[config.mk]
export PLATFORM = sky130hd
export DESIGN_NAME = sprite_layer_mux
export DESIGN_NICKNAME = d
export VERILOG_FILES = /design/src/rtl/sprite_layer_mux.sv
export SDC_FILE = /design/constraint.sdc
export NUM_CORES = 1
export LEC_CHECK = 0
export BUFFER_PORTS_ARGS = -buffer_cell sky130_fd_sc_hd__buf_2
export CAP_MARGIN = 20
export CORE_AREA = 4 4 89 91
export DETAILED_ROUTE_END_ITERATION = 7
export DIE_AREA = 0 0 93 95
export PLACE_DENSITY = 0.75
export SLEW_MARGIN = 20
export SYNTH_ARGS = -nofsm -noshare
export SYNTH_HDL_FRONTEND = slang
export SYNTH_SLANG_ARGS = --single-unit
[constraint.sdc]
create_clock -name clk -period 1.85 [get_ports clk]
set_input_delay 0.185 -clock clk [delete_from_list [all_inputs] [get_ports clk]]
set_output_delay 0.185 -clock clk [all_outputs]
set_load 0.05 [all_outputs]
[src/rtl/sprite_layer_mux.sv]
// sprite_layer_mux
//   Two-stage pixel compositor for NUM_LAYERS sprite layers over a background.
//   Stage 1 registers the (mode/blink masked) hit flags, layer colours,
//   background colour and video_on; stage 2 registers the selected pixel.
//   Turn mode lets only the current-turn layer win. Priority mode lets the
//   lowest-index hit win.
//
//   Optional feature: define SPRITE_MUX_BLINK_EN to compile in frame-based
//   blinking. The current-turn layer is hidden for BLINK_FRAMES frames out of
//   every 2*BLINK_FRAMES.
//
// Ports
//   clk           pixel clock
//   rst           synchronous active-high reset
//   layer_visible per-layer hit flag, bit i = layer i
//   layer_rgb     packed layer colours, layer i at [i*COLOR_W +: COLOR_W]
//   bg_rgb        background colour
//   video_on_in   active-area flag aligned with the layer inputs
//   frame_start   one-cycle pulse per frame (used only by the blink feature)
//   mode          0 = turn mode, 1 = priority mode
//   turn_advance  pulse: advance the turn to the next layer
//   turn_clear    pulse: force the turn to 0 (wins over turn_advance)
//   rgb_out       composited colour (2-cycle latency)
//   visible_out   a layer won this pixel
//   layer_id_out  index of the winning layer (0 if none)
//   video_on_out  video_on_in delayed to match rgb_out
//   turn_out      current turn index
module sprite_layer_mux #(
    parameter int NUM_LAYERS   = 2,
    parameter int COLOR_W      = 24,
    parameter int BLINK_FRAMES = 30
) (
    input  logic                          clk,
    input  logic                          rst,
    input  logic [NUM_LAYERS-1:0]         layer_visible,
    input  logic [NUM_LAYERS*COLOR_W-1:0] layer_rgb,
    input  logic [COLOR_W-1:0]            bg_rgb,
    input  logic                          video_on_in,
    input  logic                          frame_start,
    input  logic                          mode,
    input  logic                          turn_advance,
    input  logic                          turn_clear,
    output logic [COLOR_W-1:0]            rgb_out,
    output logic                          visible_out,
    output logic [2:0]                    layer_id_out,
    output logic                          video_on_out,
    output logic [2:0]                    turn_out
);

    logic [2:0]                    turn;
    logic [NUM_LAYERS-1:0]         turn_sel;
    logic [NUM_LAYERS-1:0]         mode_mask;
    logic [NUM_LAYERS-1:0]         vis_masked;

    logic [NUM_LAYERS-1:0]         vis_s1;
    logic [NUM_LAYERS*COLOR_W-1:0] rgb_s1;
    logic [COLOR_W-1:0]            bg_s1;
    logic                          von_s1;

    logic                          hit;
    logic [2:0]                    win_id;
    logic [COLOR_W-1:0]            win_rgb;

    // Turn counter; clear has priority over advance.
    always_ff @(posedge clk) begin
        if (rst) begin
            turn <= '0;
        end else if (turn_clear) begin
            turn <= '0;
        end else if (turn_advance) begin
            if (turn == 3'(NUM_LAYERS - 1))
                turn <= '0;
            else
                turn <= turn + 3'd1;
        end
    end

    assign turn_out = turn;

    // One-hot decode of the current turn.
    always_comb begin
        turn_sel = '0;
        for (int unsigned i = 0; i < NUM_LAYERS; i++)
            turn_sel[i] = (turn == 3'(i));
    end

    assign mode_mask = mode ? '1 : turn_sel;

`ifdef SPRITE_MUX_BLINK_EN
    logic [7:0] frame_cnt;
    logic       blink_phase;

    always_ff @(posedge clk) begin
        if (rst) begin
            frame_cnt   <= '0;
            blink_phase <= 1'b0;
        end else if (frame_start) begin
            if (frame_cnt == 8'(BLINK_FRAMES - 1)) begin
                frame_cnt   <= '0;
                blink_phase <= ~blink_phase;
            end else begin
                frame_cnt <= frame_cnt + 8'd1;
            end
        end
    end

    // During the off phase the current-turn layer is removed from the
    // candidate set, so in priority mode a lower-priority layer may win.
    assign vis_masked = layer_visible & mode_mask & ~(blink_phase ? turn_sel : '0);
`else
    logic unused_frame_start;
    assign unused_frame_start = frame_start;
    assign vis_masked = layer_visible & mode_mask;
`endif

    // Stage 1: capture masked hits and colours.
    always_ff @(posedge clk) begin
        if (rst) begin
            vis_s1 <= '0;
            rgb_s1 <= '0;
            bg_s1  <= '0;
            von_s1 <= 1'b0;
        end else begin
            vis_s1 <= vis_masked;
            rgb_s1 <= layer_rgb;
            bg_s1  <= bg_rgb;
            von_s1 <= video_on_in;
        end
    end

    // Lowest-index surviving hit wins. In turn mode at most one bit survives
    // the mask, so the same encoder serves both modes.
    always_comb begin
        hit     = 1'b0;
        win_id  = '0;
        win_rgb = '0;
        for (int unsigned i = 0; i < NUM_LAYERS; i++) begin
            if (!hit && vis_s1[i]) begin
                hit     = 1'b1;
                win_id  = 3'(i);
                win_rgb = rgb_s1[i*COLOR_W +: COLOR_W];
            end
        end
    end

    // Stage 2: registered selection result.
    always_ff @(posedge clk) begin
        if (rst) begin
            rgb_out      <= '0;
            visible_out  <= 1'b0;
            layer_id_out <= '0;
            video_on_out <= 1'b0;
        end else begin
            video_on_out <= von_s1;
            if (!von_s1) begin
                rgb_out      <= '0;
                visible_out  <= 1'b0;
                layer_id_out <= '0;
            end else if (hit) begin
                rgb_out      <= win_rgb;
                visible_out  <= 1'b1;
                layer_id_out <= win_id;
            end else begin
                rgb_out      <= bg_s1;
                visible_out  <= 1'b0;
                layer_id_out <= '0;
            end
        end
    end

endmodule

# Word level (Yosys, flattened, before mapping)

Index checks and enable logic that the tools add are counted.

Register bits: 107
Latch bits: 0
RAM bits: 0
ROM bits: 0
Word-level logic and storage cells: 29
Memories: 0

Add/subtract/negate cells: 1
$mul: 0
Div/mod/pow operators: 0
$lt $le $gt $ge: 0
Eq/ne operators: 1
Shift-type cells: 0
Muxes and demuxes: 9
Bitwise gates (word level): 3
Reductions and logical operators: 6

Operators with widths:

| operator            | count |
|---|---|
| $mux 24             | 3 |
| $mux 1              | 4 |
| $reduce_or 2->1     | 2 |
| $add 3x1->3 const B | 1 |
| $eq 3x1->1 const B  | 1 |
| $logic_not 3->1     | 1 |
| $mux 3              | 1 |
| $reduce_or 3->1     | 1 |
| $and 2x2->2         | 1 |
| $mux 2              | 1 |
| $not 1->1           | 2 |
| $logic_and 1x1->1   | 1 |
| $logic_not 1->1     | 1 |

# Longest topological paths before layout

Gate-level depths: netlist of the first run.

Depth in word-level cells: 6
Gate-level depth with buffers: 4

# Least setup slack after synthesis of the first run

OpenSTA, ideal clock, no wires.

Path kind: register -> register
Start: register turn[0] (netlist: turn_out[0])
End: register vis_s1[1]
Arrival time: 1205 ps
Required time: 1780 ps
Slack: 575 ps
Stages on the path, launching flop included: 3
Buffers on the path: 0
Period minus slack after synthesis: 1275 ps
Cell sequence: dfxtp_1 -> or3b_1 -> a21oi_1

Longest elaborated chain between the ends: 3

RTL lines:

| element                | line | source |
|---|---|---|
| from (decl)            | 50   | `logic [2:0] turn;` |
| from (signal assigned) | 74   | `turn <= turn + 3'd1;` |
| $eq 3x1->1             | 84   | `turn_sel[i] = (turn == 3'(i));` |
| $mux 2                 | 87   | `assign mode_mask = mode ? '1 : turn_sel;` |
| $and 2x2->2            | 113  | `assign vis_masked = layer_visible & mode_mask;` |
| to (signal assigned)   | 124  | `vis_s1 <= vis_masked;` |
| to (decl)              | 55   | `logic [NUM_LAYERS-1:0] vis_s1;` |

No other way between the ends.
A chain may end at the register's enable or synchronous reset.

# Worst setup path in the final report of the first run

Start: register turn[0] (netlist: turn_out[0])
End: output port turn_out[0]

RTL lines:

| element   | line | source |
|---|---|---|
| to (decl) | 47   | `output logic [2:0] turn_out` |

No word-level cell between the ends.

==> results.md, run 1 <==
Floorplanning:
- In this run the count of I/O pins placed on the die edge is 113.
- The die extent in x is 93 um.
- The initial utilization of the core area, before any placement, comes to 49.4%.
- The overall die height is 95 um.
- The core region area is 0.00714 mm2.
- The overall die area is 0.00884 mm2.
- The number of placement rows is 31.

Setup path:
- The cell with the biggest individual delay on the critical path is sky130_fd_sc_hd__dfxtp_1.
- At the worst endpoint, the arrival time is 1.09 ns.
- Counting both buffers and inverters, the worst setup path holds a total of 1.
- Among cell families on the critical path, the largest total delay comes from flip-flops.
- The slack of the worst reg-to-reg path is 0.64 ns.
- The launch instance of the worst register-to-register path is von_s1$_SDFF_PP0_.
- The top fanout value on the critical path is 7.
- At the worst endpoint, the required time is 1.66 ns.
- The kind of start point of the critical path is a flip-flop.
- The signal on the critical path passes through buf_2.
- The highest cell delay on the worst timing path is 0.45 ns.
- The number of cells on the worst reg-to-reg path is 2.
- The class of the most critical setup path is reg -> out.
- The capture point of the worst reg-to-reg path is rgb_out[0]$_SDFF_PP0_.
- The worst setup path is captured at an output pin.

Finish:
- The layout overhead on the synthesized area is 20.9%.
- Leaving out filler cells and counting taps, the final layout contains 504.
- In the layout the commonest cells are 109 x sky130_fd_sc_hd__buf_2, 104 x sky130_fd_sc_hd__dfxtp_1, 97 x sky130_fd_sc_hd__nor2b_1.
- The number of diodes is 0.
- The most common cell after layout, fill and taps aside is sky130_fd_sc_hd__buf_2.
- The number of nets at the end of the flow is 481.
- Of the cells placed in the final design, the portion with a size suffix greater than 1 is 38.0%.

Synth:
- The async set or reset register ratio after synthesis is 0%.
- The netlist uses 25 different library cells.
- The sequential fraction of the synthesis area is 59.6%.
- Among all flip-flop cells after synthesis, the most frequent one is sky130_fd_sc_hd__dfxtp_1.
- Yosys printed 0 warnings.
- After synthesis, the mean cell area works out to 12.0 um2.
- The synthesized area is 0.00353 mm2.
- Counting flops with a built-in enable in the synthesized netlist gives 0.
- The synthesized instance count is 293.
- The post-synthesis sequential element count is 105.

CTS:
- In this run, post-CTS repair resized a total of 0 instances.
- For this design, the CTS-stage hold fixing added 0 buffers.
- In this run, CTS created clock tree buffers numbering 9.
- In this run the post-CTS setup repair buffer count came out at 0.
- For the worst-skew pair, the clock arrives at the later sink with an insertion delay of 0.34 ns.
- The maximum root-to-sink buffer count is 2.
- The root cell of the clock tree is sky130_fd_sc_hd__clkbuf_8.
- The clock transition time at the flip-flop clock pins of the worst setup and hold paths is 0.09 ns.
- The clock sink count is 105.
- The CTS tree is yes.
- In this run the number of H-tree levels came out at 3.

Placement:
- The half-perimeter wire length after detailed placement is 4.80 mm.
- The minimum setup slack after placement is 0.370 ns.
- The total placed cells including tap cells is 488.
- At the end of routability-driven placement, the weighted congestion stood at 0.729.
- Input and output buffers added on the ports amount to 109.

Route:
- Summed over all layers, the routed wires come to 6.71 mm.
- The via density per instance is 4.50.
- For this run, the detailed router's first-pass iteration total came to 2.
- For this run, design rule violations remaining after detail routing come to 0.
- The number of DRC violations after detailed-routing iteration 0 is 20.
- The average detailed-routed wire length per instance is 13.3 um.
- The detailed router placed 2267 vias in this run.
- The antenna violation net count after detailed routing is 0.

STA:
- The normalized max-slew margin is 45.8%.
- Hold is met by 0.0441 ns.
- The clock period could shrink to 1.28 ns.
- The share of the cycle needed by the critical path after routing is 69.1%.
- The final max-slew violation count came to 0.
- Timing would allow up to 0.783 GHz.
- Setup violations remaining at the end of the flow were counted as 0.
- At the pin with the least slew margin, the transition time is 0.814 ns.
- Setup repair after global routing left no endpoint under its margin.
- The setup TNS is 0 ns.
- The worst-case clock skew is 0.00822 ns.
- The number of hold violations in the final report was 0.
- The worst-case setup margin in the final layout is 0.573 ns.

Global route:
- The global routing met1 resource utilization is 17.4%.
- Entering global routing, the biggest net connects 34 pins.
- The all-layer global routing usage is 15.6%.
- The via count of the first global-routing pass is 2325.
- The global-route wire length before repair is 10.6 mm.
- The global routing stage identified its most utilized layer as met2.
- The met2 usage is 27.7%.
- The global-route met3 utilization is 4.70%.
- The number of antenna violations at the first check in global routing is 0.
- For this run the aggregate overflow at the end of global routing stands at 0.

Job:
- The tool flagged a number of max-cap violations equal to 0.

Min path:
- The worst hold path terminates at rgb_s1[0]$_SDFF_PP0_.
- Along the worst hold path, the cell count comes to 2.
- The startpoint of the lowest-slack hold path is layer_rgb[0].
- The min-delay analysis places its worst path in the category in -> reg.

Power and ir drop:
- Dividing total power by cell area gives a power density of 941 mW/mm2.
- The worst-case IR drop observed on VDD is 0.373 mV.
- The leakage power is 1.84 nW.

Outcome:
- The flow ran to the end, and the final reports show no timing, DRC or antenna violations.
==> cells in the mapped netlist, drive strengths merged (2+ instances only) <==
master	instances	area, um2
nor2b	97	607
nor2	2	7.51
a211oi	25	283
inv	3	11.3
clkbuf	8	30.0
a21oi	2	10.0
dfxtp	105	2100
buf	12	129
nand2b	3	18.8
nor3	2	10.0
nor3b	2	15.0
mux2i	24	240
==> final cells by class <==
| cell class | instances | area, um2 |
|---|---|---|
| fill | 619 | 2880 |
| sequential | 105 | 2100 |
| multi-input combinational | 166 | 1260 |
| timing repair buffer | 115 | 591 |
| clock buffer | 11 | 141 |
| tap | 99 | 124 |
| clock inverter | 5 | 31.3 |
| inverter | 3 | 11.3 |
==> flip-flops by register name, summed over array words and instances, names as in the netlist <==
name / count
rgb_out: 24
von_s1: 1
video_on_out: 1
vis_s1: 2
visible_out: 1
bg_s1: 24
rgb_s1: 48
turn_out: 3
layer_id_out: 1
==> how the worst max path moves through the flow <==
stage,from,to,slack (ns),cells after the start
floorplan,turn_out[0]$_SDFFE_PP0P_,vis_s1[1]$_SDFF_PP0_,0.58,2
global placement,rst,visible_out$_SDFF_PP0_,0.42,3
detailed placement,rst,layer_id_out[0]$_SDFF_PP0_,0.37,3
CTS,turn_out[0]$_SDFFE_PP0P_,turn_out[0],0.55,1
global route,turn_out[0]$_SDFFE_PP0P_,turn_out[0],0.51,1
finish,turn_out[0]$_SDFFE_PP0P_,turn_out[0],0.57,1
==> layer usage <==
metal  vias to the layer above  routed length, um
li1                       1161                  -
met1                      1038               2840
met2                        62               3390
met3                         6                405
met4                         0                 68
met5                         -                  0
==> power breakdown <==
part	total, mW	internal, mW	switching [mW]
Sequential	2.39	2.36	0.0291
Clock	1.23	0.523	0.707
Combinational	0.387	0.169	0.218
==> stage by stage <==
step / area, um2 / power [mW] / utilization, %
6_report: 4260 / 4.01 / 59.7
4_1_cts: 4260 / 4.05 / 59.7
3_3_place_gp: 4090 / 2.83 / 57.3
3_5_place_dp: 4090 / 2.84 / 57.3
5_1_grt: 4260 / 4.19 / 59.7
2_1_floorplan: 3530 / 2.71 / -
==> cells by family (layout without fill, tap and decap cells) <==
family / after synthesis / in the layout / synth area share [%]
DFF: 105 / 105 / 59.6
and+or+nand+nor: 110 / 110 / 19.5
muxes: 25 / 25 / 7.13
buffers and inverters: 23 / 134 / 4.83
xor gates and xnor gates: 1 / 1 / 0.248
AOI/OAI and AO/OA: 28 / 28 / 8.59
other: 1 / 2 / 0.106
(Power assumes the default switching activity.)
==> run 2, diff against run 1 <==
clock period = 1.22 ns   (was 1.85 ns; I/O delays follow)
==> results.md, run 2 (synthesized netlist as in run 1, its figures left out) <==
Finish:
- Ranked by flip-flop count, first place goes to rgb_s1.
- The final design instance area without fill is 0.00506 mm2 (+19%).
- The layout overhead on the synthesized area is 43.4%.
- The final core utilization is 70.9% (+11 points).
- The number of diodes was 0 (unchanged).
- The largest registers in the layout are rgb_s1 x48, bg_s1 x24, rgb_out x24.
- Leaving out fill and tap cells, the most frequent cell in the layout is sky130_fd_sc_hd__buf_2.
- The number of nets at the end of the flow is 554 (+15%).
- The share of layout cells above drive strength 1 is 32.6% (-5.4 points).
- The flip-flop count of the largest register after layout is 48 (unchanged).
- The library cells used most frequently in the layout, excluding fill and tap cells, are 107 x sky130_fd_sc_hd__buf_2, 103 x sky130_fd_sc_hd__dfxtp_1, 97 x sky130_fd_sc_hd__nor2b_1.

Route:
- The number of DRC violations after detailed-routing iteration 0 was 21 (+5.0%).
- The via density per instance is 4.48 (-0.48%).
- The DRC violations left is 0 (unchanged).
- The vias after detailed routing was 2583 (+14%).
- The total detailed-routing wirelength is 7.87 mm (+17%).
- The antenna violation net count after detailed routing is 0 (unchanged).
- The average detailed-routed wire length per instance is 13.6 um (+2.4%).
- The first-pass iteration count of the detailed router is 4 (+2).

Floorplanning:
- The number of placement rows is 31 (unchanged).
- The count of pins on the block boundary is 113 (unchanged).
- The overall die area is 0.00884 mm2 (unchanged).
- The core region area came to 0.00714 mm2 (unchanged).
- The overall die height is 95 um (unchanged).
- The die extent in x came to 93 um (unchanged).
- The initial cell density of the core was 49.4% (unchanged).

Setup path:
- The buffer and inverter count on the worst path was 1 (unchanged).
- The launch instance of the worst register-to-register path is vis_s1[1]$_SDFF_PP0_.
- The origin of the worst setup path is turn_out[0]$_SDFFE_PP0P_.
- The number of cells on the worst reg-to-reg path is 3 (+1).
- The top fanout value on the critical path was 7 (unchanged).
- The kind of start point of the critical path is a flip-flop.
- The endpoint required time on the critical path is 1.10 ns (-0.56 ns).
- STA classifies the critical path endpoint as an output pin.
- The highest cell delay on the worst timing path is 0.40 ns (-0.05 ns).
- The slowest stage of the critical path is the sky130_fd_sc_hd__dfxtp_2 cell.
- The instance count on the critical path was 1 (unchanged).
- The arrival time of data at the critical path endpoint is 1.03 ns (-0.06 ns).
- The kind of cell with the highest combined delay along the critical path is flip-flops.
- The class of the most critical setup path is reg -> out.
- The critical path goes through buf_2.

Power and ir drop:
- The clock network fraction of total power was 32.8% (+2.1 points).
- The share of power burned in combinational logic is 12.0% (+2.3 points).
- The total internal power is 5.06 mW (+66%).
- The net switching component of the power was 1.51 mW (+58%).
- The power per unit of standard cell area is 1300 mW/mm2 (+38%).
- The proportion of total power due to net switching is 23.0% (-0.84 points).
- The sequential share of power is 55.2% (-4.5 points).
- The leakage power is 2.17 nW (+18%).
- The maximum resistive drop on vdd is 0.723 mV (+94%).

Global route:
- The number of antenna violations at the first check in global routing was 0 (unchanged).
- The largest net degree at the start of global routing was 45 (+32%).
- The global-route wire length before repair is 12.2 mm (+16%).
- The all-layer global routing usage is 18.0% (+2.4 points).
- The aggregate global routing overflow came to 0 (unchanged).
- The via count of the first global-routing pass is 2690 (+16%).

Placement:
- The minimum setup slack after placement came to 0.109 ns (-0.261 ns).
- The total placed instance area is 0.00412 mm2 (+0.83%).
- The half-perimeter wire length after detailed placement was 4.55 mm (-5.1%).
- The count of buffers from port buffering is 109 (unchanged).
- The weighted congestion at the end of routability-driven global placement came to 0.721 (-1.1%).

Outcome:
- The run finished with clean final reports.

Job:
- The number of max-cap violations is 0 (unchanged).

CTS:
- The count of buffers added by post-CTS timing repair for setup is 0 (unchanged).
- The clock transition time at the flip-flop clock pins of the worst setup and hold paths is 0.09 ns (about the same).
- The clock sink count was 105 (unchanged).
- The latest clock arrival within the worst-skew pair is 0.35 ns (about the same).
- The maximum level of the CTS H-tree was 3 (unchanged).
- The maximum root-to-sink buffer count came to 2 (unchanged).
- The CTS tree is yes.
- The number of buffers inserted during clock tree synthesis is 9 (unchanged).
- The root cell of the clock tree is sky130_fd_sc_hd__clkbuf_8.

STA:
- The number of hold violations in the final report is 0 (unchanged).
- The final max-slew violation count is 0 (unchanged).
- The smallest hold slack is 0.00750 ns (-0.0366 ns).
- The setup TNS came to 0 ns (unchanged).
- The clock period could shrink to 1.15 ns.
- The worst-case setup margin in the final layout came to 0.0692 ns (-0.503 ns).
- The worst path uses 94.3% of the clock period.
- The setup-violating endpoint count in the final report was 0 (unchanged).
- The highest attainable clock frequency is 0.869 GHz.
- The worst-case clock skew is 0.0129 ns (+0.00472 ns).
- Setup repair after global routing left no endpoint under its margin.

Min path:
- The path category of the worst min-delay check is in -> reg.
- The worst hold path depth is 2 (unchanged).
- In this run the most critical hold path is launched from layer_rgb[39].
run 2: cell count changes in the layout (fill, tap and decap cells not counted), sizes merged:
| cell | previous run | this run |
|---|---|---|
| buf | 115 | 114 |
| bufinv | 0 | 1 |
| clkbuf | 11 | 14 |
| clkinv | 4 | 2 |
| dlygate4sd3 | 0 | 72 |
run 2: repair_timing:
item,4_1_cts,5_1_grt
hold buffers,66,6
resized for setup,0,4
endpoints found under the setup margin,0,4
endpoints found under the hold margin,67,6
run 2: worst reg2reg max path: stages, from the launching register on:
cell and delay [ns]:
sky130_fd_sc_hd__dfxtp_2 0.36, sky130_fd_sc_hd__buf_12 0.18, sky130_fd_sc_hd__mux2i_1 0.32, sky130_fd_sc_hd__a211oi_2 0.12
run 2: worst paths after layout:
check,to,slack (ns)
worst max-delay path,turn_out[0],0.07
worst min-delay path,rgb_s1[39]$_SDFF_PP0_,0.008
worst max register to register,rgb_out[14]$_SDFF_PP0_,0.12
worst min register to register,rgb_out[23]$_SDFF_PP0_,0.50
run 2: per-layer routing:
layer	up-vias	track usage [%]	routed length, um
li1	1307	-	-
met1	1183	18.5	3000
met2	77	34.0	4310
met3	16	4.14	384
met4	0	9.04	180
met5	-	0	0
run 2: power by group through the flow:
stage / Combinational [mW] / Sequential [mW] / Clock, mW
floorplan: 0.323 / 3.79 / 0
global placement: 0.590 / 3.70 / 0
detailed placement: 0.599 / 3.71 / 0
CTS: 0.762 / 3.63 / 2.18
global route: 0.849 / 3.64 / 2.35
finish: 0.786 / 3.63 / 2.16
run 2: metrics by stage:
step | total power, mW | std cells
after floorplan | 4.11 | 294
after global placement | 4.29 | 489
after detailed placement | 4.31 | 489
after CTS | 6.57 | 571
after global routing | 6.84 | 577
final | 6.57 | 577
run 2: layout make-up:
type,count,area [um2]
fill,536,2080
tap,99,124
inverter,3,13.8
timing repair buffer,188,1350
sequential,105,2100
multi-input combinational,166,1260
clock buffer,12,155
clock inverter,4,51.3
